## src/rtl/health_pkg.sv

```systemverilog
// Shared types and default constants for the multi-player lives manager.
package health_pkg;

    typedef enum logic [1:0] {
        ALIVE   = 2'd0,
        CONTACT = 2'd1,
        INVULN  = 2'd2,
        DEAD    = 2'd3
    } health_state_e;

    localparam int DEF_NUM_PLAYERS = 2;
    localparam int DEF_LIVES_W     = 3;
    localparam int DEF_MAX_LIVES   = 3;
    localparam int DEF_TOLERANCE   = 60;
    localparam int DEF_IFRAMES     = 90;
    localparam int DEF_CNT_W       = 7;

endpackage

```

## src/rtl/health_manager_if.sv

```systemverilog
// Game-logic side bundle of the lives manager: frame sync, per-player requests, HUD/sound outputs.
interface health_manager_if #(
    parameter int NUM_PLAYERS = 2,
    parameter int LIVES_W     = 3
);
    logic                           vsync;
    logic [NUM_PLAYERS-1:0]         collision;
    logic [NUM_PLAYERS-1:0]         heal;
    logic                           restart;
    logic [NUM_PLAYERS*LIVES_W-1:0] lives;
    logic [NUM_PLAYERS-1:0]         invincible;
    logic [NUM_PLAYERS-1:0]         hit;
    logic                           game_over;

    modport master (
        output vsync, collision, heal, restart,
        input  lives, invincible, hit, game_over
    );

    modport slave (
        input  vsync, collision, heal, restart,
        output lives, invincible, hit, game_over
    );
endinterface

```

## src/rtl/health_channel.sv

```systemverilog
// One player's contact/damage FSM, frame counter, lives register and sticky heal request.
// HEALTH_IFRAMES_EN builds the post-hit invincibility window; otherwise damage returns straight to ALIVE.
module health_channel
    import health_pkg::*;
#(
    parameter int LIVES_W   = DEF_LIVES_W,
    parameter int MAX_LIVES = DEF_MAX_LIVES,
    parameter int TOLERANCE = DEF_TOLERANCE,
    parameter int IFRAMES   = DEF_IFRAMES,
    parameter int CNT_W     = DEF_CNT_W
) (
    input  logic               clk,
    input  logic               reset,
    input  logic               i_tick,
    input  logic               i_restart,
    input  logic               i_collision,
    input  logic               i_heal,
    output logic [LIVES_W-1:0] o_lives,
    output logic               o_invincible,
    output logic               o_hit,
    output logic               o_dead
);

    health_state_e      r_state;
    logic [CNT_W-1:0]   r_cnt;
    logic [LIVES_W-1:0] r_lives;
    logic               r_heal_pend;
    logic               r_hit;
    logic               r_inv;

    logic w_damage;
    logic w_heal_req;
    logic w_can_heal;

`ifndef HEALTH_IFRAMES_EN
    // IFRAMES only matters when the invincibility window is built.
    localparam int UNUSED_IFRAMES = IFRAMES;
`endif

    assign w_damage = i_tick && i_collision &&
                      (((r_state == ALIVE) && (TOLERANCE == 0)) ||
                       ((r_state == CONTACT) && (r_cnt == CNT_W'(TOLERANCE))));
    assign w_heal_req = r_heal_pend | i_heal;
    assign w_can_heal = (r_lives < LIVES_W'(MAX_LIVES)) && (r_state != DEAD);

    always_ff @(posedge clk or negedge reset) begin
        if (!reset) begin
            r_state     <= ALIVE;
            r_cnt       <= '0;
            r_lives     <= LIVES_W'(MAX_LIVES);
            r_heal_pend <= 1'b0;
            r_hit       <= 1'b0;
            r_inv       <= 1'b0;
        end else if (i_restart) begin
            r_state     <= ALIVE;
            r_cnt       <= '0;
            r_lives     <= LIVES_W'(MAX_LIVES);
            r_heal_pend <= 1'b0;
            r_hit       <= 1'b0;
            r_inv       <= 1'b0;
        end else begin
            r_hit <= 1'b0;
            if (i_tick) begin
                r_heal_pend <= 1'b0;
                if (w_damage) begin
                    // Damage wins over a heal landing on the same tick.
                    r_hit   <= 1'b1;
                    r_lives <= r_lives - LIVES_W'(1);
                    r_cnt   <= '0;
                    if (r_lives == LIVES_W'(1)) begin
                        r_state <= DEAD;
                        r_inv   <= 1'b0;
                    end else begin
`ifdef HEALTH_IFRAMES_EN
                        r_state <= INVULN;
                        r_inv   <= 1'b1;
`else
                        r_state <= ALIVE;
                        r_inv   <= 1'b0;
`endif
                    end
                end else begin
                    if (w_heal_req && w_can_heal) begin
                        r_lives <= r_lives + LIVES_W'(1);
                    end
                    case (r_state)
                        ALIVE: begin
                            if (i_collision) begin
                                r_state <= CONTACT;
                                r_cnt   <= CNT_W'(1);
                            end
                        end
                        CONTACT: begin
                            if (i_collision) begin
                                r_cnt <= r_cnt + CNT_W'(1);
                            end else begin
                                r_state <= ALIVE;
                                r_cnt   <= '0;
                            end
                        end
`ifdef HEALTH_IFRAMES_EN
                        INVULN: begin
                            if (r_cnt == CNT_W'(IFRAMES - 1)) begin
                                r_state <= ALIVE;
                                r_cnt   <= '0;
                                r_inv   <= 1'b0;
                            end else begin
                                r_cnt <= r_cnt + CNT_W'(1);
                            end
                        end
`endif
                        DEAD: begin
                        end
                        default: begin
                            r_state <= ALIVE;
                            r_cnt   <= '0;
                            r_inv   <= 1'b0;
                        end
                    endcase
                end
            end else if (i_heal) begin
                r_heal_pend <= 1'b1;
            end
        end
    end

    assign o_lives      = r_lives;
    assign o_invincible = r_inv;
    assign o_hit        = r_hit;
    assign o_dead       = (r_state == DEAD);

endmodule

```

## src/rtl/health_manager.sv

```systemverilog
// Lives manager top: vsync frame-tick detect, NUM_PLAYERS health_channel instances, lives packing, game_over.
// Optional HEALTH_IFRAMES_EN enables the per-channel invincibility window.
module health_manager
    import health_pkg::*;
#(
    parameter int NUM_PLAYERS = DEF_NUM_PLAYERS,
    parameter int LIVES_W     = DEF_LIVES_W,
    parameter int MAX_LIVES   = DEF_MAX_LIVES,
    parameter int TOLERANCE   = DEF_TOLERANCE,
    parameter int IFRAMES     = DEF_IFRAMES,
    parameter int CNT_W       = DEF_CNT_W
) (
    input  logic           clk,
    input  logic           reset,
    health_manager_if.slave bus
);

    logic                           r_vsync_q;
    logic                           r_game_over;
    logic                           w_tick;
    logic [NUM_PLAYERS-1:0]         w_dead;
    logic [NUM_PLAYERS*LIVES_W-1:0] w_lives;
    logic [NUM_PLAYERS-1:0]         w_inv;
    logic [NUM_PLAYERS-1:0]         w_hit;

    // Rising vsync only, so a long-held vsync advances the game by a single frame.
    assign w_tick = bus.vsync & ~r_vsync_q;

    always_ff @(posedge clk or negedge reset) begin
        if (!reset) begin
            r_vsync_q   <= 1'b0;
            r_game_over <= 1'b0;
        end else begin
            r_vsync_q   <= bus.vsync;
            r_game_over <= &w_dead;
        end
    end

    for (genvar p = 0; p < NUM_PLAYERS; p++) begin : g_ch
        health_channel #(
            .LIVES_W   (LIVES_W),
            .MAX_LIVES (MAX_LIVES),
            .TOLERANCE (TOLERANCE),
            .IFRAMES   (IFRAMES),
            .CNT_W     (CNT_W)
        ) u_ch (
            .clk          (clk),
            .reset        (reset),
            .i_tick       (w_tick),
            .i_restart    (bus.restart),
            .i_collision  (bus.collision[p]),
            .i_heal       (bus.heal[p]),
            .o_lives      (w_lives[p*LIVES_W +: LIVES_W]),
            .o_invincible (w_inv[p]),
            .o_hit        (w_hit[p]),
            .o_dead       (w_dead[p])
        );
    end

    assign bus.lives      = w_lives;
    assign bus.invincible = w_inv;
    assign bus.hit        = w_hit;
    assign bus.game_over  = r_game_over;

endmodule

```

## src/flat_wrapper.sv

```systemverilog
// flat-port wrapper written by rule: the top's interface ports become plain ports
module health_manager_flat import health_pkg::*;
#(
    parameter int NUM_PLAYERS = DEF_NUM_PLAYERS,
    parameter int LIVES_W     = DEF_LIVES_W,
    parameter int MAX_LIVES   = DEF_MAX_LIVES,
    parameter int TOLERANCE   = DEF_TOLERANCE,
    parameter int IFRAMES     = DEF_IFRAMES,
    parameter int CNT_W       = DEF_CNT_W
)
  (clk, reset, bus_vsync, bus_collision, bus_heal, bus_restart, bus_lives, bus_invincible, bus_hit, bus_game_over);
  health_manager_if #(.NUM_PLAYERS(NUM_PLAYERS), .LIVES_W(LIVES_W)) bus_i ();
  input  logic clk;
  input  logic reset;
  input wire logic [$bits(bus_i.vsync)-1:0] bus_vsync;
  input wire logic [$bits(bus_i.collision)-1:0] bus_collision;
  input wire logic [$bits(bus_i.heal)-1:0] bus_heal;
  input wire logic [$bits(bus_i.restart)-1:0] bus_restart;
  output wire logic [$bits(bus_i.lives)-1:0] bus_lives;
  output wire logic [$bits(bus_i.invincible)-1:0] bus_invincible;
  output wire logic [$bits(bus_i.hit)-1:0] bus_hit;
  output wire logic [$bits(bus_i.game_over)-1:0] bus_game_over;
  assign bus_i.vsync = bus_vsync;
  assign bus_i.collision = bus_collision;
  assign bus_i.heal = bus_heal;
  assign bus_i.restart = bus_restart;
  assign bus_lives = bus_i.lives;
  assign bus_invincible = bus_i.invincible;
  assign bus_hit = bus_i.hit;
  assign bus_game_over = bus_i.game_over;
  health_manager #(.NUM_PLAYERS(NUM_PLAYERS), .LIVES_W(LIVES_W), .MAX_LIVES(MAX_LIVES), .TOLERANCE(TOLERANCE), .IFRAMES(IFRAMES), .CNT_W(CNT_W)) u_core (.clk(clk), .reset(reset), .bus(bus_i));
endmodule
```

## config.mk

```make
export PLATFORM = sky130hd
export DESIGN_NAME = health_manager_flat
export DESIGN_NICKNAME = d
export VERILOG_FILES = /design/src/rtl/health_pkg.sv /design/src/rtl/health_manager_if.sv /design/src/rtl/health_channel.sv /design/src/rtl/health_manager.sv /design/src/flat_wrapper.sv
export SDC_FILE = /design/constraint.sdc
export NUM_CORES = 1
export LEC_CHECK = 0
export CAP_MARGIN = 10
export CORE_MARGIN = 2
export CORE_UTILIZATION = 45
export CTS_CLUSTER_DIAMETER = 30
export CTS_CLUSTER_SIZE = 40
export DETAILED_ROUTE_END_ITERATION = 10
export HOLD_SLACK_MARGIN = 0.06
export PLACE_DENSITY = 0.63
export SLEW_MARGIN = 0
export SYNTH_ARGS = -nofsm -noshare
export SYNTH_HDL_FRONTEND = slang
export SYNTH_SLANG_ARGS = --single-unit
```

## constraint.sdc

```tcl
create_clock -name clk -period 2.3 [get_ports clk]
set_input_delay 0.575 -clock clk [delete_from_list [all_inputs] [get_ports clk]]
set_output_delay 0.575 -clock clk [all_outputs]
set_load 0.01 [all_outputs]
```

==> impl_metrics.ini, run 1 <==
[outcome]
outcome = complete, no violations

[critical_path]
crit_arrival_ns = 2.34
crit_path_start_kind = input pin
critPathCaptureType = register
ff2ff_setup_slack_ns = 0.34
crit_type = input pin to register
worstPathRequired_ns = 2.50
crit_fanout = 5

[placed_design]
portBuffers = 16
place_ws_ns = -0.134
gp_congestion = 0.822
dp_hpwl_mm = 2.58

[logic_synthesis]
synth.cell_area_sq_mm = 0.00172
yosysTopAreaCell = dfrtp_1
syn_area_per_cell_sq_um = 9.50
netlist.area_leader.share_pct = 37.8
netlist_instances = 181
netlist_top_cells_area = dfrtp_1 38%, ha_1 7.3%, dfstp_2 6.1%, nor2_1 5.7%, xor2_1 4.1%
ys_ff_latch = 30
async_reset_ff_share_pct = 100
ys_seq_area_share_pct = 44.0
synth_cell_types = 43
yosys_warnings = 0
ys.flop_type = dfrtp_1
synth_enable_flop_cells = 0

[sta]
tightest_slew_ns = 0.509
setup_ws_ns = 0.164
hold_viol_final = 0
post-route-min-period_ns = 2.14
final_max_slew_viol_count = 0
fin_skew_ns = 0.00615
fmax_mhz = 468
period_share_pct = 92.9
rsz0062_at_grt = no
setup_violations = 0
slew_headroom_pct = 66.0

[cells_and_area]
antenna_cells = 0
final_nets = 231
layout-drive-gt1-share_pct = 18.7
syn_to_final_growth_pct = 22.3

[global_route]
grt_pass1_wl_mm = 6.15
antenna_found_initial = 0
grt_overflow = 0
grt_usage_pct = 18.6
grt_pass1_vias = 1416
grt_max_degree = 31

[routing]
drt_iter0_drc = 104
firstDrtPassIters = 4
ant_nets = 0
routed_wl_mm = 3.53
wl_per_cell_um = 13.5
drc = 0
viasPerCell = 5.38
dr_total_vias = 1410

[clock_network]
clkTransAtPathRegs_ns = 0.06
root_buffer = clkbuf_8
post_cts_buffers = 0
cts_tree = yes
cts_resized = 0
numCtsBuffers = 5
htree_levels = 2
clock_sinks = 30
clk_latency_ns = 0.28
holdBufCountCts = 0
clockBufferDepth = 2

[power]
power_density_mw_per_mm2 = 633
p_leak_nw = 0.963
pwr-share-comb_pct = 21.2
fin_total_pwr_mw = 1.33
ir_drop_mv = 0.370
intPower_uw = 955
seqPwrFrac_pct = 46.0
p_clk_share_pct = 32.8
netSwitchingFraction_pct = 28.2
p_sw_uw = 375

[floorplan]
rows = 22
io_pins = 19
die_h_um = 65.8
fp.dieW_um = 65.8
design.die.area_sq_mm = 0.00433
core_region_area_sq_mm = 0.00366
start_util_pct = 47.0

[job]
drv_cap = 0

[min_path]
hp-class = register to register
-- layer usage --
| layer | global-route usage [%] | routed length, um | up-vias |
|---|---|---|---|
| li1 | - | - | 688 |
| met1 | 22.4 | 1630 | 681 |
| met2 | 31.7 | 1680 | 34 |
| met3 | 3.75 | 167 | 7 |
| met4 | 8.59 | 55 | 0 |
| met5 | 0 | 0 | - |
-- registers in the layout (all words and copies together) (netlist names) --
register,flops
u_core.g_ch.u_ch.r_heal_pend,2
u_core.g_ch.u_ch.o_lives,6
u_core.g_ch.u_ch.r_cnt,14
u_core.g_ch.u_ch.r_state,4
u_core.r_vsync_q,1
u_core.bus.game_over,1
u_core.g_ch.u_ch.o_hit,2
-- kinds of logic (layout without fill, tap and decap cells) --
family | after synthesis | after routing | share of synthesized area, %
xor gates and xnor gates | 12 | 12 | 6.11
other | 1 | 2 | 0.218
adders and majority gates | 10 | 10 | 7.28
muxes | 3 | 3 | 1.89
DFF | 30 | 30 | 44.0
AOI/OAI and AO/OA | 33 | 33 | 12.8
and+or+nand+nor | 72 | 72 | 21.9
buffers and inverters | 20 | 52 | 5.82
-- power by group through the flow --
| stage | clock [mW] | sequential, mW | combinational [mW] |
|---|---|---|---|
| after floorplan | 0 | 0.617 | 0.162 |
| after global placement | 0 | 0.617 | 0.276 |
| after detailed placement | 0 | 0.621 | 0.285 |
| after CTS | 0.452 | 0.611 | 0.286 |
| after global routing | 0.471 | 0.617 | 0.321 |
| final | 0.437 | 0.612 | 0.282 |
-- Yosys cell counts (3+ instances only) --
| master | n |
|---|---|
| a21oi_1 | 9 |
| a31o_2 | 4 |
| a31oi_1 | 5 |
| and3_1 | 3 |
| and4_1 | 3 |
| buf_4 | 4 |
| dfrtp_1 | 26 |
| dfstp_2 | 4 |
| ha_1 | 10 |
| inv_1 | 11 |
| nand2_1 | 8 |
| nand3_1 | 7 |
| nand4_1 | 6 |
| nor2_1 | 26 |
| nor2b_1 | 4 |
| nor3_1 | 4 |
| o21ai_0 | 4 |
| xnor2_1 | 4 |
| xor2_1 | 8 |
-- worst max-delay path, cell delays in order --
cell             delay [ns]
clkdlybuf4s50_1        0.51
and4bb_2               0.25
and3_1                 0.28
nor3_2                 0.08
or4_1                  0.48
a21oi_1                0.17
-- area by class of cell --
class / instances / area, sq um
Clock buffer: 7 / 86.3
Clock inverter: 1 / 5.00
Inverter: 11 / 41.3
Sequential cell: 30 / 756
Fill cell: 317 / 1560
Timing Repair Buffer: 33 / 288
Tap cell: 48 / 60.1
Multi-Input combinational cell: 132 / 867
-- final timing paths --
| path | from | end | cells after the start |
|---|---|---|---|
| max reg2reg | u_core.g_ch[1].u_ch.r_cnt[0] | u_core.g_ch[1].u_ch.o_lives[2] | 7 |
| max | bus_vsync | u_core.g_ch[1].u_ch.o_lives[2] | 6 |
| max in group asynchronous | reset | u_core.g_ch[0].u_ch.o_lives[0] | 2 |
| min in group asynchronous | reset | u_core.bus.game_over | 2 |
| min reg2reg | u_core.g_ch[1].u_ch.r_heal_pend | u_core.g_ch[1].u_ch.r_heal_pend | 2 |
| min | u_core.g_ch[1].u_ch.r_heal_pend | u_core.g_ch[1].u_ch.r_heal_pend | 2 |
-- per-stage QoR --
stage                     area [sq um]  util [%]  TNS, ns  hold slack [ns]  cells
final                             2100      57.5        0            0.505    262
after global placement            2010      55.0   -0.129            0.483    254
after floorplan                   1720         -        0            0.279    182
after global routing              2100      57.5        0            0.567    262
after CTS                         2100      57.5        0            0.510    262
after detailed placement          2010      55.0   -0.355            0.495    254
-- cell usage in the layout, fill, tap and decap left out, types with 3 or more instances in the layout --
cell	instances
a21oi_1	9
nand4_1	6
dfrtp_1	26
xor2_1	8
nor2_1	26
and3_1	3
nor3_1	4
and4_1	3
nand3_1	7
nor2b_1	4
inv_1	11
xnor2_1	4
clkbuf_8	6
a31o_2	4
a31oi_1	5
o21ai_0	4
ha_1	10
dfstp_2	4
nand2_1	8
clkdlybuf4s50_1	16
buf_4	17
Power figures use the tool's default switching activity.
==> run 2, diff against run 1 <==
==> constraint.sdc (replaced) <==
create_clock -name clk -period 2.3 [get_ports clk]
set_input_delay 0.46 -clock clk [delete_from_list [all_inputs] [get_ports clk]]
set_output_delay 0.46 -clock clk [all_outputs]
set_load 0.01 [all_outputs]
==> run 2 against run 1 <==
Total power is 0.41% lower. Critical path type unchanged. Non-clock buffer count decreased by 7. First-iteration DRC count is 0.96% higher. Clock skew about the same. Largest power group unchanged. Sequential power hardly changed. Via count shrank 1.8%. Clock power is 3% higher. Setup slack gained 0.13 ns. Core utilization shrank 1.4 points.
==> impl_metrics.ini, run 2 (synthesized netlist as in run 1, its figures left out) <==
[outcome]
outcome = complete, no violations

[clock_network]
holdBufCountCts = 0
cts_resized = 0
clkTransAtPathRegs_ns = 0.07
clock_sinks = 30
clk_latency_ns = 0.28
htree_levels = 2
cts_tree = yes
post_cts_buffers = 0
clockBufferDepth = 2
root_buffer = clkbuf_8
numCtsBuffers = 5

[floorplan]
core_region_area_sq_mm = 0.00366
rows = 22
io_pins = 19
start_util_pct = 47.0
design.die.area_sq_mm = 0.00433
die_h_um = 65.8
fp.dieW_um = 65.8

[routing]
wl_per_cell_um = 13.4
drc = 0
viasPerCell = 5.43
firstDrtPassIters = 4
routed_wl_mm = 3.41
dr_total_vias = 1384
drt_iter0_drc = 105
ant_nets = 0

[sta]
hold_viol_final = 0
post-route-min-period_ns = 2.00
setup_violations = 0
setup_ws_ns = 0.296
fin_skew_ns = 0.00603
final_max_slew_viol_count = 0
fmax_mhz = 499
fin_setup_tns_ns = 0
rsz0062_at_grt = no
period_share_pct = 87.1

[power]
ir_drop_mv = 0.346
p_leak_nw = 0.929
power_density_mw_per_mm2 = 646

[cells_and_area]
final.fill_count = 346
antenna_cells = 0
syn_to_final_growth_pct = 19.3
final_nets = 224
seqCellArea_sq_um = 756
largest_reg_flops = 14
final_cell_mix = 26 x nor2_1, 26 x dfrtp_1, 16 x clkdlybuf4s50_1, 11 x inv_1
layout-drive-gt1-share_pct = 15.9
regMostFlops = u_core.g_ch.u_ch.r_cnt
multi_input_area_sq_um = 867

[placed_design]
portBuffers = 16
place_ws_ns = -0.000399
dp_hpwl_mm = 2.46
gp_congestion = 0.816

[critical_path]
crit_arrival_ns = 2.22
crit_type = input pin to register
crit_fanout = 5
crit_path_start_kind = input pin
worstPathRequired_ns = 2.51
reg2regPathDepth = 7
critPathCaptureType = register

[global_route]
grt_overflow = 0
grt_max_degree = 31
grt_usage_pct = 18.9
antenna_found_initial = 0
grt_pass1_wl_mm = 6.13
grt_pass1_vias = 1337

[min_path]
hp-class = register to register
whs_path_depth = 2

[job]
drv_cap = 0
## run 2: changes by cell type in the layout (fill, tap and decap cells not counted)
cell   previous run  this run
buf_4            17        10
## run 2: power breakdown
| group | internal [mW] | switching (mW) |
|---|---|---|
| logic | 0.131 | 0.132 |
| registers | 0.568 | 0.0427 |
| clock network | 0.241 | 0.210 |
## run 2: worst paths after layout
| path | from | endpoint | slack [ns] |
|---|---|---|---|
| setup / recovery | bus_vsync | u_core.g_ch[1].u_ch.o_lives[2] | 0.30 |
| hold / removal | u_core.g_ch[1].u_ch.r_heal_pend | u_core.g_ch[1].u_ch.r_heal_pend | 0.50 |
| setup reg to reg | u_core.g_ch[1].u_ch.r_cnt[0] | u_core.g_ch[1].u_ch.o_lives[2] | 0.34 |
| hold reg to reg | u_core.g_ch[1].u_ch.r_heal_pend | u_core.g_ch[1].u_ch.r_heal_pend | 0.50 |
| max in group asynchronous | reset | u_core.g_ch[0].u_ch.o_lives[1] | 1.43 |
| min in group asynchronous | reset | u_core.g_ch[1].u_ch.r_state[0] | 0.56 |
## run 2: final cells by class
type	count	area share, %
clock buffers	7	4.21
well taps	48	2.93
multi-input cells	132	42.3
inverters	11	2.01
clock inverters	1	0.244
repair buffers	26	11.5
flip-flops and latches	30	36.9
## run 2: worst max-delay path, stage by stage
cell and delay, ns:
clkdlybuf4s50_1 0.51, and4bb_2 0.25, and3_1 0.29, nor3_2 0.09, or4_1 0.47, a21oi_1 0.15
## run 2: layer usage
layer  part of all wire, %  GRT usage (%)  wire length (um)
met5                     0              0                 0
met4                   2.4           9.64                83
met2                    45           28.7              1530
met1                    48           24.4              1650
met3                   4.4           5.45               151
## run 2: per-stage QoR
| step | power [mW] | instances | instance area, sq um | util, % | hold slack, ns |
|---|---|---|---|---|---|
| floorplan | 0.779 | 182 | 1720 | - | 0.164 |
| global placement | 0.872 | 247 | 1960 | 53.5 | 0.483 |
| detailed placement | 0.884 | 247 | 1960 | 53.5 | 0.492 |
| CTS | 1.33 | 255 | 2050 | 56.0 | 0.507 |
| global route | 1.39 | 255 | 2050 | 56.0 | 0.556 |
| finish | 1.33 | 255 | 2050 | 56.0 | 0.503 |
